==> src/rtl/approx_mult_pipe.sv <==
// -----------------------------------------------------------------------------
// approx_mult_pipe
//   Three-stage valid/ready pipelined unsigned W x W multiplier. Each
//   transaction selects exact or approximate mode. In approximate mode the low
//   APPROX_COLS product columns are OR-compressed and generate no carry. Above
//   those columns the product is summed exactly.
//
//   Stage S1 registers the operands and the mode bit.
//   Stage S2 carry-save reduces the partial-product rows to two rows.
//   Stage S3 performs the carry-propagate add and drives out_p.
//
// Ports
//   clk, rst        rising-edge clock, synchronous active-high reset
//   in_valid/ready  operand handshake; in_ready = !out_valid | out_ready
//   in_a, in_b      unsigned operands (W bits)
//   in_approx       1 = approximate mode for this transaction
//   out_valid/ready product handshake
//   out_p           product (2W bits)
//   out_approx      mode tag that travels with out_p
//   approx_cnt      saturating count of accepted approximate transactions
// -----------------------------------------------------------------------------
module approx_mult_pipe #(
  parameter int W           = 16,
  parameter int APPROX_COLS = 8,
  parameter int CNT_W       = 16
) (
  input  logic             clk,
  input  logic             rst,
  input  logic             in_valid,
  output logic             in_ready,
  input  logic [W-1:0]     in_a,
  input  logic [W-1:0]     in_b,
  input  logic             in_approx,
  output logic             out_valid,
  input  logic             out_ready,
  output logic [2*W-1:0]   out_p,
  output logic             out_approx,
  output logic [CNT_W-1:0] approx_cnt
);

  localparam int PW = 2 * W;

  // Bit c is set for every column c that is approximated.
  function automatic logic [PW-1:0] low_mask_f();
    logic [PW-1:0] m;
    m = '0;
    for (int c = 0; c < PW; c++) m[c] = (c < APPROX_COLS);
    return m;
  endfunction

  localparam logic [PW-1:0] LOW_MASK = low_mask_f();

  // Pipeline state
  logic             s1_valid_q, s1_valid_d;
  logic [W-1:0]     s1_a_q, s1_a_d;
  logic [W-1:0]     s1_b_q, s1_b_d;
  logic             s1_approx_q, s1_approx_d;
  logic             s2_valid_q, s2_valid_d;
  logic [PW-1:0]    s2_row0_q, s2_row0_d;
  logic [PW-1:0]    s2_row1_q, s2_row1_d;
  logic             s2_approx_q, s2_approx_d;
  logic             out_valid_q, out_valid_d;
  logic [PW-1:0]    out_p_q, out_p_d;
  logic             out_approx_q, out_approx_d;
  logic [CNT_W-1:0] approx_cnt_q, approx_cnt_d;

  // Reduction temporaries
  logic          en;
  logic          accept;
  logic [PW-1:0] keep_mask;
  logic [PW-1:0] pp_row;
  logic [PW-1:0] low_or;
  logic [PW-1:0] acc_s;
  logic [PW-1:0] acc_c;
  logic [PW-1:0] nxt_c;
  logic [PW-1:0] red_row0;
  logic [PW-1:0] red_row1;

  // Every stage advances together. A stall therefore freezes the whole pipe,
  // bubbles included.
  assign en       = !out_valid_q || out_ready;
  assign in_ready = en;
  assign accept   = in_valid && en;

  // S2 combinational reduction. The partial-product rows pass through a chain
  // of 3:2 compressors. In approximate mode the low columns are masked out of
  // the chain. That leaves the carry-save rows zero there, so no carry can
  // leave a low column. The OR of each low column is then merged into row 0.
  always_comb begin
    // NOTE: every variable written here gets a value before any conditional
    // use. Otherwise a path that skips the assignment infers a latch.
    keep_mask = s1_approx_q ? ~LOW_MASK : '1;
    pp_row    = '0;
    nxt_c     = '0;
    low_or    = '0;
    acc_s     = '0;
    acc_c     = '0;
    for (int i = 0; i < W; i++) begin
      pp_row = {{W{1'b0}}, s1_a_q & {W{s1_b_q[i]}}} << i;
      low_or = low_or | pp_row;
      pp_row = pp_row & keep_mask;
      nxt_c  = ((acc_s & acc_c) | (acc_s & pp_row) | (acc_c & pp_row)) << 1;
      acc_s  = acc_s ^ acc_c ^ pp_row;
      acc_c  = nxt_c;
    end
    red_row0 = acc_s | (low_or & LOW_MASK & {PW{s1_approx_q}});
    red_row1 = acc_c;
  end

  // Next-state logic for all stages and the counter.
  always_comb begin
    s1_valid_d   = s1_valid_q;
    s1_a_d       = s1_a_q;
    s1_b_d       = s1_b_q;
    s1_approx_d  = s1_approx_q;
    s2_valid_d   = s2_valid_q;
    s2_row0_d    = s2_row0_q;
    s2_row1_d    = s2_row1_q;
    s2_approx_d  = s2_approx_q;
    out_valid_d  = out_valid_q;
    out_p_d      = out_p_q;
    out_approx_d = out_approx_q;
    approx_cnt_d = approx_cnt_q;

    if (en) begin
      s1_valid_d   = in_valid;
      s2_valid_d   = s1_valid_q;
      s2_row0_d    = red_row0;
      s2_row1_d    = red_row1;
      s2_approx_d  = s1_approx_q;
      out_valid_d  = s2_valid_q;
      out_p_d      = s2_row0_q + s2_row1_q;
      out_approx_d = s2_approx_q;
      // Operand registers load only on a real acceptance, so idle cycles do
      // not toggle the datapath.
      if (accept) begin
        s1_a_d      = in_a;
        s1_b_d      = in_b;
        s1_approx_d = in_approx;
      end
    end

    if (accept && in_approx && (approx_cnt_q != {CNT_W{1'b1}}))
      approx_cnt_d = approx_cnt_q + CNT_W'(1);
  end

  always_ff @(posedge clk) begin
    // NOTE: state is updated with non-blocking assignments. All flops then
    // sample the values from before the edge, whatever the statement order.
    if (rst) begin
      s1_valid_q   <= 1'b0;
      s1_a_q       <= '0;
      s1_b_q       <= '0;
      s1_approx_q  <= 1'b0;
      s2_valid_q   <= 1'b0;
      s2_row0_q    <= '0;
      s2_row1_q    <= '0;
      s2_approx_q  <= 1'b0;
      out_valid_q  <= 1'b0;
      out_p_q      <= '0;
      out_approx_q <= 1'b0;
      approx_cnt_q <= '0;
    end else begin
      s1_valid_q   <= s1_valid_d;
      s1_a_q       <= s1_a_d;
      s1_b_q       <= s1_b_d;
      s1_approx_q  <= s1_approx_d;
      s2_valid_q   <= s2_valid_d;
      s2_row0_q    <= s2_row0_d;
      s2_row1_q    <= s2_row1_d;
      s2_approx_q  <= s2_approx_d;
      out_valid_q  <= out_valid_d;
      out_p_q      <= out_p_d;
      out_approx_q <= out_approx_d;
      approx_cnt_q <= approx_cnt_d;
    end
  end

  assign out_valid  = out_valid_q;
  assign out_p      = out_p_q;
  assign out_approx = out_approx_q;
  assign approx_cnt = approx_cnt_q;

endmodule

==> config.mk <==
export PLATFORM = sky130hd
export DESIGN_NAME = approx_mult_pipe
export DESIGN_NICKNAME = d
export VERILOG_FILES = /design/src/rtl/approx_mult_pipe.sv
export SDC_FILE = /design/constraint.sdc
export NUM_CORES = 1
export LEC_CHECK = 0
export BUFFER_PORTS_ARGS = -buffer_cell sky130_fd_sc_hd__buf_2
export CORE_MARGIN = 3
export CORE_UTILIZATION = 60
export CTS_CLUSTER_SIZE = 8
export DETAILED_ROUTE_END_ITERATION = 8
export PLACE_DENSITY = 0.9
export SLEW_MARGIN = 40
export SYNTH_ARGS = -nofsm -noshare
export SYNTH_HDL_FRONTEND = slang
export SYNTH_SLANG_ARGS = --single-unit
==> constraint.sdc <==
create_clock -name clk -period 9.9 [get_ports clk]
set_input_delay 0.99 -clock clk [delete_from_list [all_inputs] [get_ports clk]]
set_output_delay 0.99 -clock clk [all_outputs]
set_load 0.05 [all_outputs]
-- Word level (Yosys, flattened, before mapping)
Cells that the tools add are included.
- register bits after elaboration: 149
- bits in latches: 0
- RAM bits: 0
- memory bits (read-only): 0
- output and inout port bits: 51
- memories: 0
- add/sub/neg operators: 2
- multiply operators: 0
- div/mod/pow operators: 0
- magnitude comparators: 0
- eq/ne operators: 1
- shift operators: 0
- multiplexer cells: 1
- bitwise logic cells: 149
- reduce and logical (&&, ||, !) cells: 6
- operators with widths (kind ; count):
    31-bit bitwise AND ; 43
    32-bit bitwise XOR ; 29
    31-bit bitwise OR ; 28
    16-bit bitwise AND ; 16
    8-bit by 1-bit bitwise OR with 8-bit output (second input constant) ; 8
    8-bit bitwise OR ; 7
    32-bit adder ; 1
    16-bit by 32-bit bitwise AND with 32-bit output ; 1
    17-bit by 32-bit bitwise AND with 32-bit output ; 1
    18-bit by 32-bit bitwise AND with 32-bit output ; 1
    19-bit by 32-bit bitwise AND with 32-bit output ; 1
    20-bit by 32-bit bitwise AND with 32-bit output ; 1
    21-bit by 32-bit bitwise AND with 32-bit output ; 1
    22-bit by 32-bit bitwise AND with 32-bit output ; 1
    23-bit by 32-bit bitwise AND with 32-bit output ; 1
    24-bit by 32-bit bitwise AND with 32-bit output ; 1
    25-bit by 32-bit bitwise AND with 32-bit output ; 1
    26-bit by 32-bit bitwise AND with 32-bit output ; 1
    27-bit by 32-bit bitwise AND with 32-bit output ; 1
    28-bit by 32-bit bitwise AND with 32-bit output ; 1
    29-bit by 32-bit bitwise AND with 32-bit output ; 1
    30-bit by 32-bit bitwise AND with 32-bit output ; 1
    31-bit by 32-bit bitwise AND with 32-bit output ; 1
    8-bit by 32-bit bitwise AND with 32-bit output ; 1
    8 further kinds ; 10

-- Depth between registers and ports, before layout
Gate-level depths: netlist of the first run.
- word-level depth: 45
- depth in mapped cells: 26
- depth with buffers taken out: 25

-- Least setup slack after synthesis of the first run
Ideal clock, no wire load.
- kind: flip-flop to flip-flop
- start point: register s1_b_q[1]
- end point: register s2_row0_q[15]
- data arrival time: 7.884 ns
- required time: 9.830 ns
- path slack: 1.945 ns
- stages on the path, launching flop included: 25
- buffers on the path: 2
- period minus slack after synthesis: 7.955 ns
- path through: dfxtp_1 -> clkbuf_1 -> clkbuf_1 -> and2_1 -> ha_1 -> inv_1 -> fa_1 -> inv_1 -> fa_1 -> fa_1 -> fa_1 -> fa_1 -> fa_1 -> fa_1 -> fa_1 -> fa_1 -> fa_1 -> fa_1 -> inv_1 -> fa_1 -> fa_1 -> inv_1 -> fa_1 -> nand2_1 -> a21oi_1
- cells in the longest elaborated chain, start to end: 45
- ends and longest elaborated chain (element ; RTL line ; text):
    start, declared ; 56 ; logic [W-1:0] s1_b_q, s1_b_d;
    start signal, assigned ; 153 ; s1_b_q <= '0;
    start signal, assigned ; 166 ; s1_b_q <= s1_b_d;
    16-bit bitwise AND (*) ; 99 ; pp_row = {{W{1'b0}}, s1_a_q & {W{s1_b_q[i]}}} << i;
    17-bit by 32-bit bitwise AND with 32-bit output (*) ; 101 ; pp_row = pp_row & keep_mask;
    32-bit bitwise XOR or 31-bit bitwise AND (tied branches) ; 103, 102 ;
    31-bit bitwise AND ; 102 ; nxt_c = ((acc_s & acc_c) | (acc_s & pp_row) | (acc_c & pp_row)) << 1;
    31-bit bitwise OR (2 in series) ; 102 ;
    31-bit bitwise AND ; 102 ;
    31-bit bitwise OR (2 in series) ; 102 ;
    31-bit bitwise AND ; 102 ;
    [... 24 more ...] ; n/a ;
    31-bit bitwise OR (2 in series) ; 102 ;
    31-bit bitwise AND ; 102 ;
    31-bit bitwise OR (2 in series) ; 102 ;
    31-bit bitwise AND ; 102 ;
    31-bit bitwise OR (2 in series) ; 102 ;
    32-bit bitwise XOR (*) (2 in series) ; 103 ; acc_s = acc_s ^ acc_c ^ pp_row;
    net acc_s[15] ; 73 ; logic [PW-1:0] acc_s;
    32-bit bitwise OR (*) ; 106 ; red_row0 = acc_s | (low_or & LOW_MASK & {PW{s1_approx_q}});
    end signal, assigned ; 169 ; s2_row0_q <= s2_row0_d;
    end, declared ; 59 ; logic [PW-1:0] s2_row0_q, s2_row0_d;
The timed path passes the listed nets; every way through them passes the cells marked *.
A chain may end at the register's enable or synchronous reset.

-- Worst setup path in the final report of the first run
Ends and elaborated chain as after synthesis.

==> results of run 1 <==
-- through the flow --
stage	worst slack [ns]	hold WS [ns]
final	1.626	0.4465
after global routing	1.354	0.4580
after CTS	1.635	0.4487
after global placement	1.870	0.4312
after floorplan	1.945	0.4321
after detailed placement	1.738	0.4424
-- per-layer routing --
layer / part of all wire [%] / routed length (um) / up-vias
li1: - / - / 4186
met1: 40 / 10110 / 4682
met2: 53 / 13370 / 303
met3: 4.8 / 1217 / 59
met4: 2.1 / 524 / 0
met5: 0 / 0 / -
-- layout make-up --
type	instances	area [um^2]	area share, %
clock buffers	18	439.2	3.443
inverters	102	382.9	3.002
multi-input cells	994	8348	65.45
repair buffers	93	486.7	3.816
flip-flops and latches	132	2645	20.74
clock inverters	14	127.6	1.001
well taps	260	325.3	2.551
-- cell usage after synthesis (all sizes together) (2+ instances only) --
master / instances / area share, %
clkbuf: 94 / 3.0
ha: 31 / 3.3
and3: 6 / 0.32
a22o: 4 / 0.30
nand3: 16 / 0.68
dfxtp: 132 / 22
a311oi: 10 / 0.80
nand2: 360 / 12
a211oi: 11 / 0.70
nor3b: 2 / 0.13
or4: 3 / 0.19
xnor2: 9 / 0.67
buf: 7 / 0.24
a31oi: 2 / 0.11
nand4b: 3 / 0.22
fa: 211 / 36
and3b: 2 / 0.15
nor2b: 10 / 0.55
or3: 2 / 0.11
nand3b: 4 / 0.26
and2: 97 / 5.2
a222oi: 3 / 0.26
inv: 102 / 3.3
nor3: 3 / 0.13
nand4: 9 / 0.48
o21ai: 9 / 0.38
xor2: 9 / 0.67
a22oi: 8 / 0.51
o21a: 3 / 0.19
a21oi: 104 / 4.4
mux2i: 3 / 0.26
nor2: 44 / 1.4
o2111ai: 2 / 0.15
-- worst paths after layout --
kind                           from                    endpoint  cells past startpoint
min reg2reg   out_p[5]$_SDFFE_PP0N_       out_p[5]$_SDFFE_PP0N_                      2
max          s1_b_q[1]$_SDFFE_PP0P_  s2_row0_q[15]$_SDFFE_PP0N_                     22
min           out_p[5]$_SDFFE_PP0N_       out_p[5]$_SDFFE_PP0N_                      2
max reg2reg  s1_b_q[1]$_SDFFE_PP0P_  s2_row0_q[15]$_SDFFE_PP0N_                     22
-- worst min-delay path: cells and delay by family (launching register included) --
family / cells / cell delay (ns)
compound gates: 1 / 0.05
flops: 1 / 0.30
simple gates: 1 / 0.05
-- cell usage in the layout, fill, tap and decap left out, drive strengths merged, types with 4 or more instances in the layout --
cell type,n
nand2,360
inv,106
ha,31
and3,6
a311oi,10
nand4,9
xnor2,9
and2,97
a22oi,8
nor2b,10
buf,93
xor2,9
a21oi,104
a211oi,11
clkbuf,18
nand3b,4
nand3,16
clkinv,6
nor2,44
fa,211
a22o,4
o21ai,9
dfxtp,132
-- logic make-up after synthesis --
kind of cell	share of synthesized area, %
AO/OA/AOI/OAI	8.670
XOR/XNOR	1.342
adder cells (fa/ha/maj)	39.26
buffers and inverters	6.508
flip-flops	22.49
multiplexers	0.2556
AND/OR/NAND/NOR	21.47
-- sequential cells by signal (all words and copies together) (netlist names) --
register / flops
s2_row1_q: 15
s1_a_q: 16
out_approx: 1
out_valid: 1
approx_cnt: 16
s2_approx_q: 1
s1_b_q: 16
out_p: 32
s2_valid_q: 1
s1_valid_q: 1
s1_approx_q: 1
s2_row0_q: 31
-- where the power goes --
part,internal (mW),switching [mW]
clock network,0.354,0.254
registers,0.561,0.0513
logic,0.100,0.157
total,1.02,0.463
==> summary.txt, run 1 <==
Global route
  – First-pass GRT wire length: 43,880 um
  – Met1 Use GR: 30.26%
  – GRT Max-Usage Layer: met2
  – Initial antenna violation count: 0
  – GR Layer Usage met3: 4.111%
  – GRT met2 Usage: 43.80%
  – Vias in the first global route: 9,675
  – Largest net degree at the start of global routing: 100
  – GRT Total Usage: approximately a quarter
  – Grt ovf: 0

Clock tree
  – Clock slew at the register clock pins of the worst setup and hold paths: 0.06 ns
  – CTS-repair resized insts: 0
  – Hold Buf Count CTS: 0
  – Clk Latency, worst-skew pair: 0.43 ns
  – Num CTS Buffers: 17
  – CTS tree: built
  – Post-CTS setup buffers: 0
  – H-tree depth: 4
  – CTS root buffer: clkbuf_16
  – Clock Tree Buf Depth: 2
  – Clk sinks: 132

Synthesis
  – Ys Warns: 0
  – Netlist cell types: 51
  – Mapped Avg Cell Area: 8.839 um^2
  – Async set or reset register ratio after synthesis: 0%
  – Cells after Synth: 1,329
  – Main synth FF type: dfxtp_1
  – Number of synthesized flops with an enable pin: 0
  – Register bit total from synthesis: ~130
  – Post-Syn Area: between 10,000 and 15,000 um^2
  – Register area share after synthesis: 22.49%
  – Syn Nets: 1,608

Timing
  – Max-slew violation count: 0
  – Tcrit/Tclk final: 83.58%
  – Clk_skew: 0.009373 ns
  – Worst-margin pin slew: 0.8610 ns
  – Fmax: 120.9 MHz
  – Max_slew headroom: 42.52%
  – RSZ-0062 raised after global routing: false
  – Final TNS setup: 0 ns
  – Setup Viol. Count Final: 0
  – Final Hold Fails: 0
  – Tmin final: between 8 and 9 ns

Detailed routing
  – Via count: roughly 9,000
  – Detailed Route WL: approximately 25,000 um
  – Drt wl/cell: 15.64 um
  – Drt first pass iters: 5
  – Via density per instance: 5.722
  – DRC Markers: 0
  – 1st-iter DRT viols: around 720
  – Number of antenna-violating nets in the routed design: 0

Placed design
  – Gpl congestion: 0.8498
  – PortBufs: slightly below 90
  – Post-DP HPWL: roughly 18,000 um
  – Dpl cells: 1,581
  – Area after DPL: 12,190 um^2

Floorplanning
  – Die Area: 21,290 um^2
  – I/O pin count: 88
  – Core Box Area: between 15,000 and 20,000 um^2
  – Row count: 50
  – Initial Util: 61.97%
  – Die Height: 145.9 um
  – Die X: 145.9 um

Outcome
  – Outcome: complete, no violations

Setup path
  – R2R Setup Slk: between 1.5 and 2 ns
  – Max incr delay on CP: 0.78 ns
  – Most common cell on crit path: fa_1
  – Crit Path Category: reg -> reg
  – WP data required: 10.25 ns
  – Nature of the critical path endpoint: flop
  – Crit path arrival time: 8.62 ns
  – Worst path cell trace: and2_1 -> ha_1 -> inv_1 -> fa_1 -> inv_1 -> fa_1 -> fa_1 -> fa_1 -> fa_1 -> fa_1 -> fa_1 -> fa_1 -> fa_1 -> fa_1 -> inv_1 -> fa_1 -> fa_1 -> fa_1 -> inv_1 -> fa_1 -> nand2_1 -> a21oi_1
  – CP Max Fanout: 24
  – Worst path bufs/invs: 4
  – CP delay by family, top: adder cells
  – Crit-path slowest cell: dfxtp_1
  – Startpoint Class: flop

Layout
  – Filler Cells Inserted: roughly 1,300
  – Area grow syn2layout: 8.574%
  – Layout cells sized above 1: between 9 and 10%
  – Final Instance Area: between 10,000 and 15,000 um^2
  – Final Util: 67.29%
  – N_diodes: 0
  – Final nets: 1,619
  – Fin cells: about 1,600

Power
  – Peak supply drop: 0.08680 mV
  – Total power: 1.478 mW
  – Leakage: 4.838 nW
  – PwrDens: 115.9 nW/um^2

Flow run
  – Max cap viols: 0

Worst hold path
  – HP Class: reg -> reg
(Power assumes the default switching activity.)
==> inputs of run 2 (changes only) <==
==> constraint.sdc (replaced) <==
create_clock -name clk -period 8.2 [get_ports clk]
set_input_delay 0.82 -clock clk [delete_from_list [all_inputs] [get_ports clk]]
set_output_delay 0.82 -clock clk [all_outputs]
set_load 0.05 [all_outputs]
==> run 2 against run 1 <==
Net effect:
- critical path depth is the same
- final cell count grew 1.2%
- fmax grew 3.6%
- sequential share of layout area shrank 0.29 points
- clock skew shrank 0.0018 ns
- first-iteration DRC count shrank 2.2%
- routed wire length grew 0.60%
- clock-buffer cell count grew 2
- sequential cell count is the same
- clock power grew 25%
- highest routed layer unchanged
==> summary.txt, run 2 (same netlist as run 1, synthesis figures left out) <==
Clock tree
  – Clock Tree Buf Depth: 2 (unchanged)
  – Clk Latency, worst-skew pair: 0.43 ns (about the same)
  – CTS root buffer: clkbuf_16
  – CTS tree: built
  – Num CTS Buffers: 17 (unchanged)
  – H-tree depth: 4 (unchanged)
  – Clock slew at the register clock pins of the worst setup and hold paths: 0.06 ns (about the same)
  – Clk sinks: 132 (unchanged)
  – Hold Buf Count CTS: 0 (unchanged)

Placed design
  – Setup slack at placement: 0.2764 ns (-1.462 ns)
  – Dpl cells: 1,602 (+1.3%)
  – PortBufs: 87 (unchanged)
  – Gpl congestion: 0.8604 (+1.2%)
  – Area after DPL: 12,340 um^2 (+1.3%)
  – Post-DP HPWL: 18,530 um (+3.1%)

Detailed routing
  – Via count: 9,256 (+0.28%)
  – DRC Markers: 0 (unchanged)
  – Via density per instance: 5.672 (-0.89%)
  – Detailed Route WL: 25,370 um (+0.60%)
  – Number of antenna-violating nets in the routed design: 0 (unchanged)
  – Drt wl/cell: 15.55 um (-0.57%)
  – 1st-iter DRT viols: 699 (-2.2%)
  – Drt first pass iters: 5 (unchanged)

Timing
  – Tmin final: 7.985 ns (-0.2895 ns)
  – Clk_skew: 0.007528 ns (-0.001846 ns)
  – Final TNS setup: 0 ns (unchanged)
  – Hold WS: 0.4454 ns (-0.001084 ns)
  – Max_slew headroom: 39.19% (-3.3 points)
  – Tcrit/Tclk final: 97.38% (+14 points)
  – Worst-margin pin slew: 0.9109 ns (+0.04989 ns)
  – Max-slew violation count: 0 (unchanged)
  – Setup Viol. Count Final: 0 (unchanged)
  – Post-route worst setup slack: 0.2152 ns (-1.411 ns)
  – Fmax: 125.2 MHz (+3.6%)
  – Final Hold Fails: 0 (unchanged)

Power
  – Peak supply drop: 0.1261 mV (+45%)
  – Leakage: 4.953 nW (+2.4%)
  – PwrDens: 140.5 nW/um^2 (+21%)

Worst hold path
  – HP Class: reg -> reg

Setup path
  – Crit-path slowest cell: fa_1
  – Startpoint Class: flop
  – Crit path arrival time: 8.33 ns (-0.29 ns)
  – Worst path cell trace: and2_1 -> ha_1 -> inv_1 -> fa_1 -> inv_1 -> fa_1 -> fa_1 -> fa_1 -> fa_1 -> fa_1 -> fa_1 -> fa_1 -> fa_1 -> fa_1 -> fa_1 -> inv_1 -> fa_1 -> fa_1 -> inv_1 -> fa_1 -> nand2_1 -> a21oi_1
  – Most common cell on crit path: fa_1
  – CP Max Fanout: 7 (-71%)
  – Max incr delay on CP: 0.53 ns (-0.25 ns)
  – Nature of the critical path endpoint: flop
  – WP data required: 8.54 ns (-1.71 ns)
  – R2R Setup Slk: 0.22 ns (-1.41 ns)
  – Crit Path Category: reg -> reg

Global route
  – GRT Total Usage: 24.40% (-0.14 points)
  – Vias in the first global route: 9,366 (-3.2%)
  – Grt ovf: 0 (unchanged)
  – Largest net degree at the start of global routing: 106 (+6.0%)
  – Initial antenna violation count: 0 (unchanged)
  – First-pass GRT wire length: 43,530 um (-0.79%)

Floorplanning
  – Initial Util: 61.97% (unchanged)
  – Die X: 145.9 um (unchanged)
  – I/O pin count: 88 (unchanged)
  – Core Box Area: 18,960 um^2 (unchanged)
  – Die Area: 21,290 um^2 (unchanged)
  – Die Height: 145.9 um (unchanged)
  – Row count: 50 (unchanged)

Layout
  – Filler Cells Inserted: 1,328 (+0.76%)
  – Layout cells sized above 1: 10.93% (+1.1 points)
  – Final nets: 1,640 (+1.3%)
  – Area grow syn2layout: 10.05%
  – Most common library cell in the layout ignoring fill and taps: nand2_1
  – Most frequent cells in the layout: 360 x nand2_1, 211 x fa_1, 131 x dfxtp_1, 104 x a21oi_1, 101 x inv_1
  – N_diodes: 0 (unchanged)
  – Fin cells: 1,632 (+1.2%)
  – Largest register FFs: 32 (unchanged)
  – Final Instance Area: 12,930 um^2 (+1.4%)

Flow run
  – Max cap viols: 0 (unchanged)

Outcome
  – Outcome: complete, no violations
[run 2: cell types whose count changed in the layout (fill, tap and decap cells not counted), sizes merged]
cell / delta
clkinvlp: -1
inv: -1
clkbuf: +2
clkinv: -3
bufinv: +1
buf: +21
[run 2: stage by stage]
| stage | utilization, % | total power, mW |
|---|---|---|
| after CTS | 68.18 | 1.817 |
| final | 68.20 | 1.817 |
| after global routing | 68.20 | 1.895 |
| after global placement | 65.10 | 1.043 |
| after detailed placement | 65.12 | 1.060 |
| after floorplan | - | 0.9723 |
[run 2: final cells by class]
class,instances,area (um^2),area share [%]
multi-input combinational,994,8348,64.57
sequential,132,2644,20.45
clock buffer,20,456.7,3.532
tap,260,325.3,2.516
inverter,102,382.9,2.961
timing repair buffer,114,648.1,5.013
clock inverter,10,123.9,0.9581
[run 2: path summary, 6_finish.rpt]
check	depth (start not counted)	from	endpoint
worst max-delay path	22	s1_b_q[0]$_SDFFE_PP0P_	s2_row0_q[15]$_SDFFE_PP0N_
worst min register to register	2	out_p[29]$_SDFFE_PP0N_	out_p[29]$_SDFFE_PP0N_
worst max register to register	22	s1_b_q[0]$_SDFFE_PP0P_	s2_row0_q[15]$_SDFFE_PP0N_
worst min-delay path	2	out_p[29]$_SDFFE_PP0N_	out_p[29]$_SDFFE_PP0N_
[run 2: timing repair]
item                       4_1_cts  5_1_grt
resized for setup                0        2
setup endpoints to repair        0        2
buffers inserted                 0        0
[run 2: power by group]
| part | internal (mW) | switching [mW] |
|---|---|---|
| sequential | 0.678 | 0.0428 |
| combinational | 0.127 | 0.209 |
| clock | 0.463 | 0.298 |
[run 2: metal layers]
layer	global-route usage, %	vias to the layer above	routed length, um
li1	-	4233	-
met1	30.66	4657	9892
met2	43.66	309	13530
met3	3.862	57	1451
met4	7.170	0	500
met5	0	-	0
[run 2: critical path, delay by kind of cell (launching register included)]
kind,cells,cell delay [ns]
AOI/OAI and AO/OA,1,0.17
adders and majority gates,15,6.91
buffers and inverters,4,0.21
DFF,1,0.37
and+or+nand+nor,2,0.25
==> inputs of run 3 (changes only) <==
--- a/config.mk
+++ b/config.mk
@@ -10,7 +10,7 @@
 export CORE_UTILIZATION = 60
 export CTS_CLUSTER_SIZE = 8
 export DETAILED_ROUTE_END_ITERATION = 8
-export PLACE_DENSITY = 0.9
+export PLACE_DENSITY = 0.85
 export SLEW_MARGIN = 40
 export SYNTH_ARGS = -nofsm -noshare
 export SYNTH_HDL_FRONTEND = slang
==> run 3 against run 2 <==
Net effect:
- final cell count rose by 0.18%
- register-to-register slack improved by 0.10 ns
- sequential share of layout area barely moved
- final area barely moved
- global-route usage fell by 0.75 points
- utilization rose by 0.059 points
- sequential power barely moved
- sequential cell count did not move
- critical endpoint is now s2_row0_q[17]$_SDFFE_PP0N_
==> summary.txt, run 3 (same netlist as run 1, synthesis figures left out) <==
Outcome
  – Outcome: complete, no violations

Detailed routing
  – DRC Markers: 0 (unchanged)
  – Drt wl/cell: 14.63 um (-5.9%)
  – Number of antenna-violating nets in the routed design: 0 (unchanged)
  – 1st-iter DRT viols: 670 (-4.1%)
  – Drt first pass iters: 7 (+2)
  – Detailed Route WL: 23,920 um (-5.7%)
  – Via count: 9,038 (-2.4%)
  – Via density per instance: 5.528 (-2.5%)

Power
  – Comb pwr share: 18.4% (about the same)
  – PwrDens: 139.2 nW/um^2 (-0.93%)
  – Peak supply drop: 0.1342 mV (+6.4%)
  – Sw frac: 31.24% (+0.99 points)
  – Leakage: 4.964 nW (+0.22%)
  – Pint: 1.239 mW (-2.3%)
  – Seq pwr share: 39.8% (+0.2 points)
  – Clock power share: 41.8% (about the same)
  – NetSw: 0.5629 mW (+2.4%)
  – Total power: 1.802 mW (-0.84%)

Layout
  – Largest register FFs: 32 (unchanged)
  – Sequential Area: 2645 um^2 (about the same)
  – Final nets: 1,641 (+0.061%)
  – N_diodes: 0 (unchanged)
  – Filler Cells Inserted: 1,361 (+2.5%)
  – Area of the multi-input gates: 8348 um^2 (unchanged)
  – Fin cells: 1,635 (+0.18%)
  – Final Instance Area: 12,940 um^2 (about the same)
  – Layout cells sized above 1: 11.20% (+0.27 points)
  – Most common library cell in the layout ignoring fill and taps: nand2_1
  – Most frequent cells in the layout: 360 x nand2_1, 211 x fa_1, 130 x dfxtp_1, 104 x a21oi_1, 101 x inv_1
  – Area grow syn2layout: 10.15% (about the same)

Clock tree
  – Hold Buf Count CTS: 0 (unchanged)
  – Clock Tree Buf Depth: 2 (unchanged)
  – CTS root buffer: clkbuf_16
  – Clk sinks: 132 (unchanged)
  – H-tree depth: 4 (unchanged)
  – CTS-repair resized insts: 0 (unchanged)
  – Num CTS Buffers: 17 (unchanged)
  – CTS tree: built
  – Clk Latency, worst-skew pair: 0.43 ns (about the same)
  – Post-CTS setup buffers: 0 (unchanged)
  – Clock slew at the register clock pins of the worst setup and hold paths: 0.07 ns (about the same)

Timing
  – Max-slew violation count: 0 (unchanged)
  – Clk_skew: 0.01559 ns (+0.008064 ns)
  – Worst-margin pin slew: 0.7698 ns (-0.1411 ns)
  – Max_slew headroom: 48.68% (+9.5 points)
  – Setup Viol. Count Final: 0 (unchanged)
  – Final Hold Fails: 0 (unchanged)
  – Tcrit/Tclk final: 96.13% (-1.2 points)
  – Tmin final: 7.883 ns (-0.1022 ns)
  – RSZ-0062 raised after global routing: false
  – Fmax: 126.9 MHz (+1.3%)
  – Final TNS setup: 0 ns (unchanged)

Global route
  – Vias in the first global route: 9,173 (-2.1%)
  – Largest net degree at the start of global routing: 89 (-16%)
  – Initial antenna violation count: 0 (unchanged)
  – Grt ovf: 0 (unchanged)
  – GRT Total Usage: 23.66% (-0.75 points)
  – First-pass GRT wire length: 42,300 um (-2.8%)

Placed design
  – Post-DP HPWL: 17,480 um (-5.7%)
  – PortBufs: 87 (unchanged)
  – Dpl cells: 1,603 (+0.062%)
  – Area after DPL: 12,350 um^2 (about the same)
  – Gpl congestion: 0.8905 (+3.5%)

Setup path
  – Nature of the critical path endpoint: flop
  – WP data required: 8.55 ns (about the same)
  – Crit path arrival time: 8.23 ns (-0.10 ns)
  – Crit Path Category: reg -> reg
  – Startpoint Class: flop
  – CP Max Fanout: 8 (+1)

Floorplanning
  – I/O pin count: 88 (unchanged)
  – Core Box Area: 18,960 um^2 (unchanged)
  – Initial Util: 61.97% (unchanged)
  – Die Area: 21,290 um^2 (unchanged)
  – Row count: 50 (unchanged)
  – Die Height: 145.9 um (unchanged)
  – Die X: 145.9 um (unchanged)

Flow run
  – Max cap viols: 0 (unchanged)

Worst hold path
  – HP Class: reg -> reg
==> run 3: area by class of cell <==
cell class,instances,area share [%]
Timing Repair Buffer,115,5.067
Clock buffer,19,3.423
Sequential cell,132,20.44
Multi-Input combinational cell,994,64.51
Inverter,102,2.959
Tap cell,260,2.514
Clock inverter,13,1.083
==> run 3: power by group through the flow <==
stage / Combinational, mW / Sequential [mW] / Clock, mW
2_1_floorplan: 0.230 / 0.742 / 0
3_3_place_gp: 0.316 / 0.727 / 0
3_5_place_dp: 0.327 / 0.730 / 0
4_1_cts: 0.330 / 0.717 / 0.763
5_1_grt: 0.376 / 0.723 / 0.791
6_report: 0.331 / 0.718 / 0.753
==> run 3: routing by layer <==
layer / vias up / share of wire (%) / track usage, %
met1: 4518 / 41 / 30.56
met2: 238 / 52 / 41.29
met4: 0 / 1.7 / 7.123
met3: 37 / 4.6 / 3.768
li1: 4245 / - / -
met5: - / 0 / 0
==> run 3: worst paths after layout <==
path	slack [ns]	endpoint	cells after the start	start
worst min register to register	0.45	out_p[12]$_SDFFE_PP0N_	2	out_p[12]$_SDFFE_PP0N_
worst max register to register	0.32	s2_row0_q[17]$_SDFFE_PP0N_	20	s1_a_q[15]$_SDFFE_PP0P_
worst min-delay path	0.45	out_p[12]$_SDFFE_PP0N_	2	out_p[12]$_SDFFE_PP0N_
worst max-delay path	0.32	s2_row0_q[17]$_SDFFE_PP0N_	20	s1_a_q[15]$_SDFFE_PP0P_
==> run 3: per-stage QoR <==
step | util, % | setup WS, ns | hold WS (ns)
6_report | 68.26 | 0.3174 | 0.4497
5_1_grt | 68.26 | 0.004799 | 0.4703
4_1_cts | 68.21 | 0.2303 | 0.4493
3_5_place_dp | 65.14 | 0.2682 | 0.4423
3_3_place_gp | 65.14 | 0.4466 | 0.4355
2_1_floorplan | - | 0.2452 | 0.4321
==> run 3: critical path, cell delays in order (launching register included) <==
cell and delay, ns:
dfxtp_1 0.49, and2_1 0.18, ha_1 0.23, inv_1 0.07, fa_1 0.42, fa_1 0.51
fa_1 0.42, fa_1 0.48, fa_1 0.43, fa_1 0.46, fa_1 0.55, fa_1 0.44
fa_1 0.52, fa_1 0.43, fa_1 0.51, fa_1 0.43, fa_1 0.49, inv_1 0.05
fa_1 0.47, nand2_1 0.06, a21oi_1 0.17
